==> src/rtl/fifo_word_serializer_pkg.sv <==
// Shared types and helpers for the FIFO word serializer.
package fifo_ser_pkg;

    typedef enum logic [1:0] {
        IDLE = 2'd0,
        POP  = 2'd1,
        LOAD = 2'd2,
        SEND = 2'd3
    } ser_state_t;

    localparam int DEF_DATA_W = 32;
    localparam int DEF_OUT_W  = 8;
    localparam int BEATS      = DEF_DATA_W / DEF_OUT_W;

    // Widest word the beat selector handles; callers zero-extend into it.
    localparam int MAX_W = 256;

    // Returns beat idx of a data_w-bit word in the low out_w bits of the result.
    // With msb_first, beat 0 is the top slice of the word.
    function automatic logic [MAX_W-1:0] get_beat(input logic [MAX_W-1:0] word,
                                                  input int              idx,
                                                  input int              data_w,
                                                  input int              out_w,
                                                  input bit              msb_first);
        int sh;
        sh = msb_first ? (data_w - out_w * (idx + 1)) : (out_w * idx);
        return word >> sh;
    endfunction

endpackage

==> src/rtl/fifo_word_serializer_if.sv <==
// FIFO read port plus byte-stream handshake bundled for the serializer.
interface fifo_word_serializer_if #(
    parameter int DATA_W = 32,
    parameter int OUT_W  = 8
);
    logic              fifo_empty;
    logic              fifo_rd_en;
    logic [DATA_W-1:0] fifo_dout;
    logic              m_valid;
    logic              m_ready;
    logic [OUT_W-1:0]  m_data;
    logic              m_last;

    // Serializer side: pops the FIFO, drives the beat stream.
    modport master (
        input  fifo_empty, fifo_dout, m_ready,
        output fifo_rd_en, m_valid, m_data, m_last
    );

    // FIFO + sink side.
    modport slave (
        output fifo_empty, fifo_dout, m_ready,
        input  fifo_rd_en, m_valid, m_data, m_last
    );
endinterface

==> src/rtl/fifo_word_serializer.sv <==
// Pops words from a FIFO and slices them into OUT_W-bit beats on a
// valid/ready stream, marking the final beat of each word.
module fifo_word_serializer
    import fifo_ser_pkg::*;
#(
    parameter int DATA_W    = 32,
    parameter int OUT_W     = 8,
    parameter int MSB_FIRST = 1,
    parameter int CNT_W     = 16
) (
    input  logic                     clk,
    input  logic                     rst_n,
    input  logic                     en,
    fifo_word_serializer_if.master   io,
    output logic                     busy,
    output logic [CNT_W-1:0]         word_cnt
);

    localparam int N_BEATS = DATA_W / OUT_W;
    localparam int IDX_W   = (N_BEATS > 1) ? $clog2(N_BEATS) : 1;
    localparam logic [IDX_W-1:0] LAST_IDX = IDX_W'(N_BEATS - 1);

    // Reject word/beat width combinations that do not slice evenly.
    if ((DATA_W % OUT_W) != 0 || DATA_W > MAX_W || OUT_W < 1) begin : g_bad_width
        $error("fifo_word_serializer: DATA_W must be a multiple of OUT_W and <= MAX_W");
    end

    ser_state_t        state_q, state_d;
    logic [IDX_W-1:0]  beat_q, beat_d;
    logic [DATA_W-1:0] shreg_q, shreg_d;
    logic [OUT_W-1:0]  data_q, data_d;
    logic [CNT_W-1:0]  cnt_q, cnt_d;
    logic              last_beat;

    function automatic logic [OUT_W-1:0] sel(input logic [DATA_W-1:0] w, input int idx);
        logic [MAX_W-1:0] t;
        t = get_beat(MAX_W'(w), idx, DATA_W, OUT_W, MSB_FIRST != 0);
        return t[OUT_W-1:0];
    endfunction

    assign last_beat = (beat_q == LAST_IDX);

    // Next-state and datapath: m_data is pre-computed so it is a flop output.
    always_comb begin
        state_d = state_q;
        beat_d  = beat_q;
        shreg_d = shreg_q;
        data_d  = data_q;
        cnt_d   = cnt_q;
        case (state_q)
            IDLE: begin
                if (en && !io.fifo_empty) state_d = POP;
            end
            POP: begin
                // fifo_dout becomes valid in the following cycle.
                state_d = LOAD;
            end
            LOAD: begin
                shreg_d = io.fifo_dout;
                beat_d  = '0;
                data_d  = sel(io.fifo_dout, 0);
                state_d = SEND;
            end
            SEND: begin
                if (io.m_ready) begin
                    if (!last_beat) begin
                        beat_d = beat_q + IDX_W'(1);
                        data_d = sel(shreg_q, int'(beat_q) + 1);
                    end else begin
                        // Word done; chain straight into the next pop if possible.
                        cnt_d   = cnt_q + CNT_W'(1);
                        state_d = (en && !io.fifo_empty) ? POP : IDLE;
                    end
                end
            end
            default: state_d = IDLE;
        endcase
    end

    // State and datapath registers; reset discards any word in flight.
    always_ff @(posedge clk or negedge rst_n) begin
        if (!rst_n) begin
            state_q <= IDLE;
            beat_q  <= '0;
            shreg_q <= '0;
            data_q  <= '0;
            cnt_q   <= '0;
        end else begin
            state_q <= state_d;
            beat_q  <= beat_d;
            shreg_q <= shreg_d;
            data_q  <= data_d;
            cnt_q   <= cnt_d;
        end
    end

    // Handshake outputs decode the state register only, so m_ready never
    // reaches m_valid combinationally.
    assign io.fifo_rd_en = (state_q == POP);
    assign io.m_valid    = (state_q == SEND);
    assign io.m_last     = (state_q == SEND) && last_beat;
    assign io.m_data     = data_q;
    assign busy          = (state_q != IDLE);
    assign word_cnt      = cnt_q;

endmodule
==> src/flat_wrapper.sv <==
// flat-port wrapper written by rule: the top's interface ports become plain ports
module fifo_word_serializer_flat import fifo_ser_pkg::*;
#(
    parameter int DATA_W    = 32,
    parameter int OUT_W     = 8,
    parameter int MSB_FIRST = 1,
    parameter int CNT_W     = 16
)
  (clk, rst_n, en, busy, word_cnt, io_fifo_empty, io_fifo_dout, io_m_ready, io_fifo_rd_en, io_m_valid, io_m_data, io_m_last);
  fifo_word_serializer_if #(.DATA_W(DATA_W), .OUT_W(OUT_W)) io_i ();
  input  logic clk;
  input  logic rst_n;
  input  logic en;
  output logic busy;
  output logic [CNT_W-1:0] word_cnt;
  input wire logic [$bits(io_i.fifo_empty)-1:0] io_fifo_empty;
  input wire logic [$bits(io_i.fifo_dout)-1:0] io_fifo_dout;
  input wire logic [$bits(io_i.m_ready)-1:0] io_m_ready;
  output wire logic [$bits(io_i.fifo_rd_en)-1:0] io_fifo_rd_en;
  output wire logic [$bits(io_i.m_valid)-1:0] io_m_valid;
  output wire logic [$bits(io_i.m_data)-1:0] io_m_data;
  output wire logic [$bits(io_i.m_last)-1:0] io_m_last;
  assign io_i.fifo_empty = io_fifo_empty;
  assign io_i.fifo_dout = io_fifo_dout;
  assign io_i.m_ready = io_m_ready;
  assign io_fifo_rd_en = io_i.fifo_rd_en;
  assign io_m_valid = io_i.m_valid;
  assign io_m_data = io_i.m_data;
  assign io_m_last = io_i.m_last;
  fifo_word_serializer #(.DATA_W(DATA_W), .OUT_W(OUT_W), .MSB_FIRST(MSB_FIRST), .CNT_W(CNT_W)) u_core (.clk(clk), .rst_n(rst_n), .en(en), .io(io_i), .busy(busy), .word_cnt(word_cnt));
endmodule
==> config.mk <==
export PLATFORM = sky130hd
export DESIGN_NAME = fifo_word_serializer_flat
export DESIGN_NICKNAME = d
export VERILOG_FILES = /design/src/rtl/fifo_word_serializer_pkg.sv /design/src/rtl/fifo_word_serializer_if.sv /design/src/rtl/fifo_word_serializer.sv /design/src/flat_wrapper.sv
export SDC_FILE = /design/constraint.sdc
export NUM_CORES = 1
export LEC_CHECK = 0
export ABC_AREA = 0
export BUFFER_PORTS_ARGS = -buffer_cell sky130_fd_sc_hd__buf_2
export CAP_MARGIN = 0
export CORE_MARGIN = 2
export CORE_UTILIZATION = 53
export DETAILED_ROUTE_END_ITERATION = 8
export PLACE_DENSITY_LB_ADDON = 0.2
export SYNTH_ARGS = -nofsm -noshare
export SYNTH_HDL_FRONTEND = slang
export SYNTH_SLANG_ARGS = --single-unit
==> constraint.sdc <==
create_clock -name clk -period 2.2 [get_ports clk]
set_clock_uncertainty 0.05 [all_clocks]
set_input_delay 0.44 -clock clk [delete_from_list [all_inputs] [get_ports clk]]
set_output_delay 0.44 -clock clk [all_outputs]
set_load 0.005 [all_outputs]
==> results.cfg <==
[die]
die_area_sq_um = 5860
fp.dieW_microns = 76.6
floorplan.initialDensity_pct = 54.6
coreArea_sq_um = 5110
rows = 26
top_level_ports = 65
die_y_microns = 76.6

[run_status]
status = finished, final reports clean

[logic_synthesis]
synth-seq-cells = 60
netlist.area_leader.share_pct = 53.8
synth_mux_area_share_pct = 20.2
synth_compound_area_share_pct = 4.35
synthAdderAreaFrac_pct = 3.14
synth_top_family_by_area = multiplexers
synth_area_sq_um = 2790
synthXorXnorAreaFrac_pct = 5.02
synth_nets = 262
synth_top_cell_by_area = dfrtp_1
synthSimpleGateAreaFrac_pct = 11.3
synth_cells = 218
syn_avg_cell_area_sq_um = 12.8
yosysUniqueCellTypes = 33
ys_seq_area_share_pct = 53.8
ys_warn_count = 0
synth_area_leaders = dfrtp_1, mux2_2, mux4_2

[power_and_ir_drop]
switching_share_pct = 30.7
comb_power_share_pct = 37.4
clkPwrFrac_pct = 22.8
switching_power_uw = 1400
peakVddDrop_mv = 0.717
power.density_nw_per_um2 = 1330
power.internal_uw = 3140
p_leak_uw = 0.00161
seqPwrFrac_pct = 39.8

[grt]
gr-total-overflow = 0
track_usage_pct = 20.2
grt_pass1_wl_microns = 9150
grt_max_degree = 61
antenna_found_initial = 0
grt_pass1_vias = 1963

[sta]
setup_slack_ns = 0.191
setup-tns-final_ns = 0
max_slew.worst_pin.slew_ns = 0.614
finalHoldViolCount = 0
period_minus_slack_ns = 2.01
slew_headroom_pct = 58.9
setup_violations = 0
clock.fmax_mhz = 498
rsz0062_at_grt = false
report.final.slew_viol_count = 0
period_share_pct = 91.3
whs_ns = 0.0393

[critical_path]
r2r_cells = 5
path_max_fanout = 12
slowest_delay_ns = 0.43
start_kind = flop
crit_slowest_cell = dfrtp_1
endpoint_kind = output pin
crit_type = flop to output pin
crit_chain = ha_1 -> buf_4 -> and2_2 -> buf_2
cp.required_ns = 1.71
arrival_ns = 1.52

[finish]
post-route-util_pct = 67.0
antenna_cells = 0
final_common_cell = buf_2
drive_gt1_share_pct = 45.2
fin_cells = 364
nNetsFinal = 335
syn2layout_area_growth_pct = 22.6
most-common-layout-cells = buf_2, dfrtp_1, mux2_2

[detailed_routing]
wl_per_cell_microns = 14.5
dr.pass1.iters = 4
via_per_inst = 5.25
drc = 0
drt-total-wl_microns = 5270
vias = 1910
ant_nets = 0
drtIter0Drc = 74

[clock_network]
clockBufferDepth = 2
hold_buffers = 0
cts_made_buffers = 9
cts_tree = done
htree_levels = 3
clock_latency_ns = 0.33
post_cts_buffers = 0
path_clk_slew_ns = 0.06
clock_sinks = 60
cts_resized = 0
root_buffer = clkbuf_8

[placed_design]
dp_cells = 350
gp_congestion = 0.780
io_buffers = 64
dp.final_hpwl_microns = 3750
preCtsSetupSlack_ns = 0.394

[worst_hold_path]
worstHoldPathType = input pin to async pin

[flow_run]
drv_cap = 0
[logic make-up after synthesis]
group           after synthesis
flops                        60
simple gates                 59
mux                          42
compound gates               22
xor+xnor                     16
buf+inv                      12
fa+ha+maj                     7
[stage by stage]
stage / cell area [sq um] / power [uW]
after CTS: 3420 / 4590
after global placement: 3210 / 3470
after global routing: 3420 / 4850
final: 3420 / 4540
after detailed placement: 3210 / 3540
after floorplan: 2790 / 3060
[synthesized netlist by cell type]
| cell type | count |
|---|---|
| mux4_2 | 8 |
| nor3b_2 | 1 |
| and3_2 | 1 |
| nand2b_1 | 2 |
| xnor2_1 | 11 |
| buf_2 | 4 |
| and3_1 | 2 |
| nand2_1 | 11 |
| and2_2 | 1 |
| and4_1 | 1 |
| or3_4 | 1 |
| buf_6 | 1 |
| inv_1 | 3 |
| o22a_1 | 1 |
| nor3_1 | 2 |
| xor2_1 | 5 |
| and2b_2 | 1 |
| nand3_1 | 7 |
| clkbuf_1 | 3 |
| ha_1 | 7 |
| mux2_2 | 34 |
| a22o_1 | 1 |
| a22oi_1 | 1 |
| nor2_1 | 14 |
| dfrtp_1 | 60 |
| nand4_1 | 5 |
| buf_4 | 1 |
| or2_2 | 1 |
| o21ai_0 | 2 |
| a31oi_1 | 1 |
| nor2b_1 | 8 |
| a21oi_1 | 16 |
| nand3b_1 | 1 |
[area by class of cell]
class	count	area, sq um
fill	393	1690
sequential	60	1500
multi-input combinational	146	1230
timing repair buffer	71	385
clock buffer	13	179
tap	70	87.6
clock inverter	1	30.0
inverter	3	11.3
[path summary, 6_finish.rpt]
path                                startpoint             endpoint  slack (ns)
setup / recovery             u_core.state_q[0]            io_m_last        0.19
hold / removal                           rst_n   u_core.word_cnt[6]        0.04
setup reg to reg             u_core.state_q[0]  u_core.io.m_data[6]        0.34
hold reg to reg            u_core.word_cnt[15]  u_core.word_cnt[15]        0.42
max in group asynchronous                rst_n  u_core.io.m_data[1]        1.79
min in group clk              io_fifo_dout[20]   u_core.shreg_q[20]        0.28
[sequential cells by signal, summed over array words and instances, names as in the netlist]
signal / count
u_core.io.m_data: 8
u_core.shreg_q: 32
u_core.word_cnt: 16
u_core.beat_q: 2
u_core.state_q: 2
[routing by layer]
metal  up-vias  track usage (%)  part of all wire, %
li1        920                -                    -
met1       912             25.7                   44
met2        63             31.2                   48
met3        15             5.09                  5.2
met4         0             12.4                  2.5
met5         -                0                    0
[power by group through the flow]
| stage | logic (uW) | clock network (uW) | registers [uW] |
|---|---|---|---|
| floorplan | 1310 | 0 | 1740 |
| CTS | 1720 | 1070 | 1810 |
| finish | 1700 | 1040 | 1800 |
| global placement | 1680 | 0 | 1800 |
| global route | 1890 | 1110 | 1860 |
| detailed placement | 1710 | 0 | 1820 |
[worst max-delay path: cells and delay by family (launching register included)]
kind	cells	cell delay [ns]
DFF	1	0.43
buffers and inverters	2	0.31
adders and majority gates	1	0.27
and+or+nand+nor	1	0.17
(Power assumes the default switching activity.)
